[config.mk]
export PLATFORM = sky130hd
export DESIGN_NAME = md_issue_ctrl
export DESIGN_NICKNAME = d
export VERILOG_FILES = /design/src/rtl/md_pkg.sv /design/src/rtl/md_issue_ctrl.sv
export SDC_FILE = /design/constraint.sdc
export NUM_CORES = 1
export LEC_CHECK = 0
export BUFFER_PORTS_ARGS = -buffer_cell sky130_fd_sc_hd__buf_2
export CAP_MARGIN = 20
export CELL_PAD_IN_SITES_DETAIL_PLACEMENT = 1
export CELL_PAD_IN_SITES_GLOBAL_PLACEMENT = 1
export CORE_UTILIZATION = 16
export DETAILED_ROUTE_END_ITERATION = 6
export GPL_ROUTABILITY_DRIVEN = 1
export PLACE_DENSITY = 0.89
export SYNTH_ARGS = -nofsm -noshare
export SYNTH_HDL_FRONTEND = slang
export SYNTH_SLANG_ARGS = --single-unit
export TNS_END_PERCENT = 20
[constraint.sdc]
create_clock -name clk -period 1.8 [get_ports clk]
set_input_delay 0.18 -clock clk [delete_from_list [all_inputs] [get_ports clk]]
set_output_delay 0.18 -clock clk [all_outputs]
set_load 0.02 [all_outputs]
[src/rtl/md_pkg.sv]
// Shared types and function codes for the mult/div issue controller.
package md_pkg;

  typedef enum logic [3:0] {
    NOP   = 4'd0,
    MULT  = 4'd1,
    MULTU = 4'd2,
    DIV   = 4'd3,
    DIVU  = 4'd4,
    MTHI  = 4'd5,
    MTLO  = 4'd6,
    MFHI  = 4'd7,
    MFLO  = 4'd8
  } md_op_t;

  typedef enum logic {
    IDLE = 1'b0,
    BUSY = 1'b1
  } md_state_t;

  localparam logic [2:0] MD_F_NOP  = 3'd0;
  localparam logic [2:0] MD_F_WHI  = 3'd1;
  localparam logic [2:0] MD_F_WLO  = 3'd2;
  localparam logic [2:0] MD_F_MULT = 3'd3;
  localparam logic [2:0] MD_F_DIV  = 3'd4;

endpackage

[src/rtl/md_issue_ctrl.sv]
// Issues mult/div/HI-LO operations from EX to the mult/div unit and stalls
// EX for the fixed latency of each multi-cycle operation.
module md_issue_ctrl
  import md_pkg::*;
#(
  parameter int unsigned MUL_LAT = 4,
  parameter int unsigned DIV_LAT = 32
) (
  input  logic        clk,
  input  logic        rst,
  input  logic        ex_valid,
  input  logic [3:0]  ex_op,
  input  logic [31:0] ex_rs,
  input  logic [31:0] ex_rt,
  input  logic        ex_flush,
  input  logic [31:0] md_hi,
  input  logic [31:0] md_lo,
  output logic [2:0]  md_f,
  output logic        md_sign,
  output logic [31:0] md_a,
  output logic [31:0] md_b,
  output logic        ex_stall,
  output logic [31:0] mf_result,
  output logic        div_zero,
  output logic        busy
);

  localparam logic [5:0] MUL_CNT = 6'(MUL_LAT - 1);
  localparam logic [5:0] DIV_CNT = 6'(DIV_LAT - 1);

  md_state_t  state, state_nxt;
  logic [5:0] cnt, cnt_nxt;
  md_op_t     op;

  assign op   = md_op_t'(ex_op);
  assign md_a = ex_rs;
  assign md_b = ex_rt;
  assign busy = (state == BUSY);

  always_ff @(posedge clk or posedge rst) begin
    if (rst) begin
      state <= IDLE;
      cnt   <= '0;
    end else begin
      state <= state_nxt;
      cnt   <= cnt_nxt;
    end
  end

  // Outputs are gated by rst so they are quiet for the whole reset window,
  // not just after the state register has cleared.
  always_comb begin
    state_nxt = state;
    cnt_nxt   = cnt;
    md_f      = MD_F_NOP;
    md_sign   = 1'b0;
    ex_stall  = 1'b0;
    div_zero  = 1'b0;
    if (!rst) begin
      case (state)
        IDLE: begin
          if (ex_valid && !ex_flush) begin
            case (op)
              MULT, MULTU: begin
                md_f      = MD_F_MULT;
                md_sign   = (op == MULT);
                ex_stall  = 1'b1;
                state_nxt = BUSY;
                cnt_nxt   = MUL_CNT;
              end
              DIV, DIVU: begin
                if (ex_rt != '0) begin
                  md_f      = MD_F_DIV;
                  md_sign   = (op == DIV);
                  ex_stall  = 1'b1;
                  state_nxt = BUSY;
                  cnt_nxt   = DIV_CNT;
                end else begin
                  div_zero = 1'b1;
                end
              end
              MTHI:    md_f = MD_F_WHI;
              MTLO:    md_f = MD_F_WLO;
              default: ;
            endcase
          end
        end
        BUSY: begin
          if (ex_flush) begin
            state_nxt = IDLE;
            cnt_nxt   = '0;
          end else if (cnt != '0) begin
            ex_stall = 1'b1;
            cnt_nxt  = cnt - 6'd1;
          end else begin
            state_nxt = IDLE;
          end
        end
        default: state_nxt = IDLE;
      endcase
    end
  end

  always_comb begin
    mf_result = '0;
    if (!rst && ex_valid) begin
      if (op == MFHI)
        mf_result = md_hi;
      else if (op == MFLO)
        mf_result = md_lo;
    end
  end

endmodule

==> flow_summary.yaml, run 1 <==
cells_and_area:
  nets: 499
  area_growth_pct: 53.54
  stdcell_count: 493
  num_antenna_cells: 0
  layout-drive-gt1-share_pct: 62.22
  final_core_util_pct: 25.43
floorplanning:
  ios: 239
  start_util_pct: 16.56
  rows: 36
  fp.coreArea_sq_um: 9819
  die_area_sq_um: 10570
  die_w_um: 102.8
  die_y_um: 102.8
timing:
  max_freq_mhz: 550.8
  fin_skew_ps: 4.633
  finalSetupViolations: 2
  slew_violations: 0
  slew_headroom_pct: 72.93
  finalCritPeriodShare_pct: 100.9
  layout_min_cycle_time_ps: 1815
  rsz0062_at_grt: "true"
  hold_viol_final: 0
  tightest_slew_ps: 406.1
  setup_slack_ps: -15.46
setup_path:
  reg2reg_setup_slack_ps: -10
  crit_arrival_ps: 1640
  critPathMaxFanout: 2
  crit_type: "in2out"
  cp-end-kind: "primary output"
  max_stage_delay_ps: 530
  slowest_stage: "or4b_4"
  start_kind: "input pin"
  critical_path_required_ps: 1620
  crit_path_cell_trace: "buf_2, or4b_4, o31ai_2, o211ai_1, a211oi_2, buf_4"
  path_buf_inv: 2
  path_delay_family: "compound AO/OA/AOI/OAI gates"
synth:
  synth-simple-area-share_pct: 22.69
  ys_seq_area_share_pct: 10.77
  synth_cell_type_count: 44
  syn_inst: 232
  synth_area_sq_um: 1627
  synth-seq-cells: 7
  yosysTopAreaCellShare_pct: 29.54
  async_flop_share_pct: 100.0
  synthFlopType: "dfrtp_1"
  yosysWarningCount: 0
  yosys.cell_count.top_type: "buf_4"
  synth_top_family_by_area: "buffers and inverters"
  yosys.area.top_type: "buf_4"
  synthMuxAreaShare_pct: 1.538
  synth_fa_ha_area_share_pct: 1.538
  avgSynthCellArea_sq_um: 7.011
  ys_top_cells_by_area: "buf_4 (30%), a22oi_1 (15%), dfrtp_1 (11%), nor2_1 (9.0%), nor4_1 (3.5%)"
  synth_xor_area_share_pct: 0.5385
  synth-edff-count: 0
  synth_nets: 370
  synth_compound_area_share_pct: 27.85
  synth_commonest_cells: "buf_4 (64), nor2_1 (39), a22oi_1 (33)"
global_route:
  grt_pass1_vias: 2147
  overflow: 0
  grt_antenna_before_repair: 0
  grt_use_total_pct: 12.51
  grt_pass1_wl_um: 10250
  grt_max_degree: 33
detailed_routing:
  ant_nets: 0
  num_vias: 2157
  drtIter0Drc: 43
  vias_per_cell: 4.375
  drt-total-wl_um: 6889
  drtPass1Iterations: 4
  wl_per_cell_um: 13.97
  drc_errors: 0
clocking:
  cts.reportedPaths.clkPinSlew_ps: 40
  htreeDepth: 1
  clk_latency_ps: 230
  cts_sinks: 7
  clock-root-buffer: "clkbuf_8"
  numCtsBuffers: 3
  tritoncts: "yes"
  clockBufferDepth: 2
pwr:
  leakage_nw: 1.274
  ir_drop_mv: 0.2241
  cellPowerDensity_nw_per_um2: 487.4
place:
  detailed_place_hpwl_um: 5814
  io_buffers: 174
  place_congestion: 0.7969
  dp.cells: 487
flow_run:
  maxCapViolations: 0
outcome:
  failed_checks: "setup timing"
  status: "complete, but fails checks"
min_path:
  hold_path.class: "in2reg"
==> cells in the final DEF (no fill, tap or decap), types with 2 or more instances in the layout <==
cell / count
nand2_1: 6
buf_2: 171
a31oi_1: 2
nand4_1: 3
a21oi_1: 3
nor2_1: 39
buf_4: 25
nand2b_1: 5
ha_1: 2
a21o_1: 2
a22oi_1: 32
inv_1: 10
o211ai_1: 2
dfrtp_1: 7
nor3_1: 3
nor4_2: 4
nor4_1: 4
clkbuf_8: 3
nand3_1: 3
o21ai_0: 2
a21oi_2: 2
buf_12: 2
==> what timing repair did <==
item / CTS / global route
hold buffers: 1 / 0
pin swaps: 4 / 3
resized for setup: 9 / 7
setup buffers: 1 / 0
endpoints found under the setup margin: 6 / 10
endpoints found under the hold margin: 7 / 0
==> stage by stage <==
step / power, mW / hold WS [ps] / setup TNS, ps / setup slack (ps) / instance area [sq um]
3_5_place_dp: 0.9474 / 211.9 / -487.3 / -212.7 / 2350
6_report: 1.217 / 223.4 / -24.21 / -15.46 / 2497
3_3_place_gp: 0.9176 / 211.7 / -412.1 / -142.4 / 2350
4_1_cts: 1.224 / 219.5 / -17.88 / -12.92 / 2455
2_1_floorplan: 0.7147 / -11.54 / -74.28 / -74.28 / 1633
5_1_grt: 1.326 / 223.8 / -482.2 / -116.1 / 2497
==> state kept, by name, indices dropped and copies added, names as in the netlist <==
signal	count
busy	1
cnt	6
==> routing by layer <==
layer	GRT usage, %	wire, um	vias up
li1	-	-	1022
met1	12.15	2462	982
met2	25.69	3691	135
met3	1.356	486	18
met4	6.284	250	0
met5	0	0	-
==> cell families after synthesis <==
logic type,Yosys count
buffers and inverters,86
DFF,7
xor gates and xnor gates,1
adders and majority gates,2
and+or+nand+nor,76
muxes,2
AOI/OAI and AO/OA,58
==> power breakdown <==
part           switching, mW  total (mW)  internal, mW  leakage (nW)
clock network         0.0788       0.233         0.154        0.0228
registers             0.0393       0.254         0.214        0.0863
logic                  0.391       0.730         0.340          1.16
==> worst reg2reg max path, cell delays in order (launching register included) <==
cell and delay, ps:
dfrtp_1 370, inv_1 70, ha_1 230, a311oi_2 420, inv_2 80, o21a_4 240, mux2_4 290
==> area by class of cell <==
class / instances / area, sq um
clock buffers: 4 / 45.04
well taps: 133 / 166.4
fillers: 1265 / 7322
flip-flops and latches: 7 / 175.2
multi-input cells: 139 / 975.9
repair buffers: 199 / 1094
inverters: 11 / 41.29
==> worst paths after layout <==
path	cells past startpoint	startpoint	endpoint
max	6	ex_op[3]	ex_stall
max in group asynchronous	4	rst	cnt[0]
min reg2reg	2	cnt[5]	cnt[5]
min	2	rst	busy
max reg2reg	6	cnt[1]	cnt[3]
min in group asynchronous	4	rst	cnt[4]
(Power assumes the default switching activity.)
==> inputs of run 2 (changes only) <==
==> constraint.sdc (replaced) <==
create_clock -name clk -period 1.55 [get_ports clk]
set_input_delay 0.155 -clock clk [delete_from_list [all_inputs] [get_ports clk]]
set_output_delay 0.155 -clock clk [all_outputs]
set_load 0.02 [all_outputs]
==> run 2 against run 1 <==
  * The flow still finishes with violations (setup timing)
  * Combinational power increased by 48%
  * Sequential cell count stayed put
  * Die area is the same
  * Global-route usage grew 0.86 points
  * Final area rose by 16%
  * Register-to-register slack lost 250 ps
  * Via count is 4.5% higher
  * Non-clock buffer count is 15 higher
  * Critical endpoint is now cnt[3]
  * Total power increased by 37%
==> flow_summary.yaml, run 2 (synthesis gave the netlist of run 1 again) <==
detailed_routing:
  num_vias: 2254
  drc_errors: 0
  drtPass1Iterations: 4
  drt-total-wl_um: 7496
  vias_per_cell: 4.437
  wl_per_cell_um: 14.76
  drtIter0Drc: 56
  ant_nets: 0
cells_and_area:
  area_growth_pct: 78.15
  nets: 514
  top_register: "cnt"
  n_fill_cell: 1241
  multi_input_area_sq_um: 1146
  mostFrequentLayoutCells: "buf_2 (137), buf_4 (67), nor2_1 (33)"
  num_antenna_cells: 0
  largest_register_ffs: 6
  layout-drive-gt1-share_pct: 68.80
  layout_commonest_cell: "buf_2"
  seqCellArea_sq_um: 175.2
setup_path:
  r2r_cells: 6
  slowest_stage: "dfrtp_1"
  rr_endpoint: "cnt[3]"
  critical_path_required_ps: 1670
  start_kind: "flop"
  crit_arrival_ps: 1930
  crit_type: "reg2reg"
  max_stage_delay_ps: 400
  reg2reg_from: "cnt[4]"
  reg2reg_setup_slack_ps: -260
  crit_path_cell_trace: "nor4_4, buf_4, a311oi_4, a21oi_2, o21a_4, mux2_4"
  critPathMaxFanout: 3
  cp-end-kind: "flop"
timing:
  whs_ps: 70.46
  tightest_slew_ps: 339.8
  slew_headroom_pct: 77.17
  slew_violations: 0
  setup_slack_ps: -262.9
  fin_skew_ps: 2.324
  finalCritPeriodShare_pct: 117.0
  max_freq_mhz: 551.6
  finalSetupViolations: 11
  rsz0062_at_grt: "true"
  hold_viol_final: 0
  layout_min_cycle_time_ps: 1813
floorplanning:
  die_y_um: 102.8
  ios: 239
  start_util_pct: 16.56
  die_area_sq_um: 10570
  rows: 36
  fp.coreArea_sq_um: 9819
  die_w_um: 102.8
outcome:
  failed_checks: "setup timing"
  status: "complete, but fails checks"
place:
  detailed_place_hpwl_um: 5921
  place_congestion: 0.7988
  io_buffers: 174
global_route:
  grt_pass1_wl_um: 10850
  overflow: 0
  grt_antenna_before_repair: 0
  grt_max_degree: 33
  grt_pass1_vias: 2309
  grt_use_total_pct: 13.37
clocking:
  numCtsBuffers: 3
  cts.reportedPaths.clkPinSlew_ps: 40
  clock-root-buffer: "clkbuf_8"
  cts_sinks: 7
  clk_latency_ps: 240
  htreeDepth: 1
  cts_hold_buf: 0
  clockBufferDepth: 2
  tritoncts: "yes"
min_path:
  hold_path.class: "in2async"
flow_run:
  maxCapViolations: 0
pwr:
  leakage_nw: 1.384
  ir_drop_mv: 0.1906
  power.total_mw: 1.662
  cellPowerDensity_nw_per_um2: 573.5
run 2: cell types whose count changed in the layout (fill, tap and decap cells not counted), sizes merged:
| cell | delta |
|---|---|
| buf | +16 |
| clkbuf | -1 |
| clkinv | +1 |
| dlygate4sd3 | -1 |
run 2: critical path: cells and delay by family (launching register included):
family / cells / cell delay (ps)
AO/OA/AOI/OAI: 3 / 440
buffers and inverters: 1 / 200
flip-flops: 1 / 400
multiplexers: 1 / 290
AND/OR/NAND/NOR: 1 / 360
run 2: worst max-delay path by stage:
stage	startpoint	endpoint	slack [ps]
2_1_floorplan	cnt[4]	cnt[3]	-150
3_3_place_gp	ex_rt[24]	cnt[3]	-340
3_5_place_dp	ex_rt[24]	cnt[3]	-440
4_1_cts	cnt[2]	cnt[3]	-200
5_1_grt	cnt[4]	cnt[3]	-330
6_report	cnt[4]	cnt[3]	-260
run 2: power by group:
| part | leakage (nW) | switching [mW] | internal [mW] |
|---|---|---|---|
| clock network | 0.0255 | 0.0966 | 0.175 |
| registers | 0.0863 | 0.0581 | 0.249 |
| logic | 1.27 | 0.554 | 0.529 |
run 2: final cells by class:
| type | instances | share of cell area, % |
|---|---|---|
| Clock buffer | 3 | 1.425 |
| Clock inverter | 1 | 0.1727 |
| Inverter | 11 | 1.425 |
| Multi-Input combinational cell | 139 | 39.55 |
| Sequential cell | 7 | 6.045 |
| Tap cell | 133 | 5.743 |
| Timing Repair Buffer | 214 | 45.64 |
run 2: per-layer routing:
layer	wire length (um)	vias up	GRT usage (%)	share of wire, %
li1	-	1057	-	-
met1	2548	1030	12.44	34
met2	4246	142	28.67	57
met3	509	25	1.627	6.8
met4	191	0	5.309	2.5
met5	0	-	0	0
run 2: what timing repair did:
item | 4_1_cts | 5_1_grt
endpoints found under the setup margin | 45 | 45
pin swaps | 12 | 5
gates resized for setup | 36 | 42
buffers inserted | 8 | 1
endpoints found under the hold margin | 0 | 0
run 2: stage by stage:
step / setup TNS (ps) / utilization, % / instance area, sq um / setup WS, ps / cells
CTS: -1260 / 27.93 / 2743 / -203.5 / 507
detailed placement: -3893 / 25.31 / 2485 / -441.5 / 495
finish: -1415 / 29.51 / 2898 / -262.9 / 508
global route: -4001 / 29.51 / 2898 / -329.1 / 508
global placement: -3277 / 25.31 / 2485 / -340.9 / 495
floorplan: -2199 / - / 1709 / -150.0 / 232
==> inputs of run 3 (changes only) <==
--- a/config.mk
+++ b/config.mk
@@ -12,7 +12,7 @@
 export CORE_UTILIZATION = 16
 export DETAILED_ROUTE_END_ITERATION = 6
 export GPL_ROUTABILITY_DRIVEN = 1
-export PLACE_DENSITY = 0.89
+export PLACE_DENSITY = 0.8
 export SYNTH_ARGS = -nofsm -noshare
 export SYNTH_HDL_FRONTEND = slang
 export SYNTH_SLANG_ARGS = --single-unit
==> constraint.sdc (replaced) <==
create_clock -name clk -period 1.5 [get_ports clk]
set_input_delay 0.15 -clock clk [delete_from_list [all_inputs] [get_ports clk]]
set_output_delay 0.15 -clock clk [all_outputs]
set_load 0.02 [all_outputs]
==> run 3 against run 2 <==
  * The run still ends with setup timing left
  * Register-to-register slack better by 30 ps
  * First-iteration DRC count is 1.8% lower
  * Sequential power is 9.1% higher
  * Non-clock buffer count is 6 higher
  * Die area stayed put
  * Via count is 2.2% higher
==> flow_summary.yaml, run 3 (synthesis gave the netlist of run 1 again) <==
clocking:
  htreeDepth: 1
  numCtsBuffers: 3
  clockBufferDepth: 2
  clk_latency_ps: 230
  cts_sinks: 7
  tritoncts: "yes"
  clock-root-buffer: "clkbuf_8"
  cts.reportedPaths.clkPinSlew_ps: 40
global_route:
  grt_max_degree: 33
  grt_pass1_wl_um: 11430
  grt_use_total_pct: 14.19
  grt_pass1_vias: 2342
  overflow: 0
  grt_antenna_before_repair: 0
timing:
  slew_violations: 0
  whs_ps: 291.5
  max_freq_mhz: 576.4
  slew_headroom_pct: 72.49
  finalCritPeriodShare_pct: 115.7
  finalSetupViolations: 15
  fin_skew_ps: 0.4466
  hold_viol_final: 0
  layout_min_cycle_time_ps: 1735
  setup_slack_ps: -234.8
  tightest_slew_ps: 409.5
  final.setup.tns_ps: -1690
  rsz0062_at_grt: "true"
setup_path:
  critPathMaxFanout: 2
  worst_path_most_repeated_cell: "buf_4"
  path_delay_family: "flip-flops"
  critical_path_required_ps: 1350
  cp.depth: 6
  path_buf_inv: 2
  crit_arrival_ps: 1580
  reg2reg_from: "cnt[5]"
  startpoint: "cnt[5]"
  r2r_cells: 6
  crit_type: "reg2out"
  slowest_stage: "dfrtp_1"
  crit_path_cell_trace: "nor4_4, buf_4, nand2_4, a22oi_2, a211oi_2, buf_4"
  max_stage_delay_ps: 420
  cp-end-kind: "primary output"
  start_kind: "flop"
cells_and_area:
  top_register: "cnt"
  n_fill_cell: 1254
  seqCellArea_sq_um: 175.2
  final_core_util_pct: 29.70
  largest_register_ffs: 6
  layout_commonest_cell: "buf_2"
  area_growth_pct: 79.31
  nets: 520
  layout-drive-gt1-share_pct: 69.03
  num_antenna_cells: 0
  multi_input_area_sq_um: 1114
  stdcell_count: 514
  mostFrequentLayoutCells: "buf_2 (137), buf_4 (72), nor2_1 (36)"
pwr:
  leakage_nw: 1.417
  p_int_mw: 1.038
  p_comb_share_pct: 65.6
  p_switching_uw: 761.4
  ir_drop_mv: 0.2843
  netSwitchingFraction_pct: 42.31
  cellPowerDensity_nw_per_um2: 617.0
  clock_power_share_pct: 15.8
  power_frac_seq_pct: 18.6
min_path:
  hold_path.class: "in2reg"
  hold_path_depth: 3
  min_from: "rst"
detailed_routing:
  wl_per_cell_um: 15.72
  ant_nets: 0
  drt-total-wl_um: 8079
  vias_per_cell: 4.481
  drc_errors: 0
  drtPass1Iterations: 4
  drtIter0Drc: 55
  num_vias: 2303
outcome:
  status: "complete, but fails checks"
  failed_checks: "setup timing"
flow_run:
  maxCapViolations: 0
place:
  place_congestion: 0.8789
  detailed_place_hpwl_um: 6475
  dp.cells: 497
  io_buffers: 174
  place_ws_ps: -284.4
floorplanning:
  rows: 36
  die_area_sq_um: 10570
  die_y_um: 102.8
  start_util_pct: 16.56
  die_w_um: 102.8
  ios: 239
  fp.coreArea_sq_um: 9819
[run 3: changes by cell type in the layout (fill, tap and decap cells not counted), moves of 2 or more]
cell	previous run	this run
buf_4	67	72
nor2_2	4	1
inv_2	1	4
nand2_2	3	0
a21oi_2	1	3
nor4_4	5	2
inv_1	10	7
nor4_2	2	4
o21ai_1	2	0
nor2_1	33	36
nand2_4	0	2
[run 3: final cells by class]
| type | instances | area share [%] |
|---|---|---|
| Timing Repair Buffer | 220 | 47.15 |
| Multi-Input combinational cell | 139 | 38.18 |
| Sequential cell | 7 | 6.006 |
| Tap cell | 133 | 5.706 |
| Clock buffer | 4 | 1.544 |
| Inverter | 11 | 1.416 |
[run 3: worst min-delay path: stages]
cell	delay [ps]
buf_2	120
buf_4	120
a21o_1	100
[run 3: worst paths after layout]
kind	slack, ps	endpoint
worst max-delay path	-230	ex_stall
worst min-delay path	290	busy
worst max register to register	-230	cnt[3]
worst min register to register	630	cnt[5]
max in group asynchronous	900	cnt[5]
min in group asynchronous	470	cnt[0]
[run 3: power groups by stage]
stage	clock network, mW	logic (mW)	registers (mW)
6_report	0.283	1.18	0.335
5_1_grt	0.298	1.28	0.335
4_1_cts	0.290	1.10	0.329
3_5_place_dp	0	0.924	0.325
3_3_place_gp	0	0.868	0.315
2_1_floorplan	0	0.591	0.332
[run 3: routing by layer]
| layer | global-route usage, % | wire length [um] | vias to the layer above |
|---|---|---|---|
| li1 | - | - | 1064 |
| met1 | 13.77 | 2674 | 1094 |
| met2 | 29.08 | 4591 | 124 |
| met3 | 1.898 | 547 | 21 |
| met4 | 6.717 | 265 | 0 |
| met5 | 0 | 0 | - |
[run 3: stage by stage]
stage               area, sq um  power, mW
finish                     2917      1.800
global route               2917      1.907
CTS                        2805      1.714
detailed placement         2511      1.249
global placement           2511      1.183
floorplan                  1707     0.9226
[run 3: repair_timing]
action                                 CTS  global route
gates resized for setup                 52            23
setup endpoints to repair               40            45
pin swaps                               13             8
setup buffers                            6             6
hold buffers                             1             0
endpoints found under the hold margin    7             0
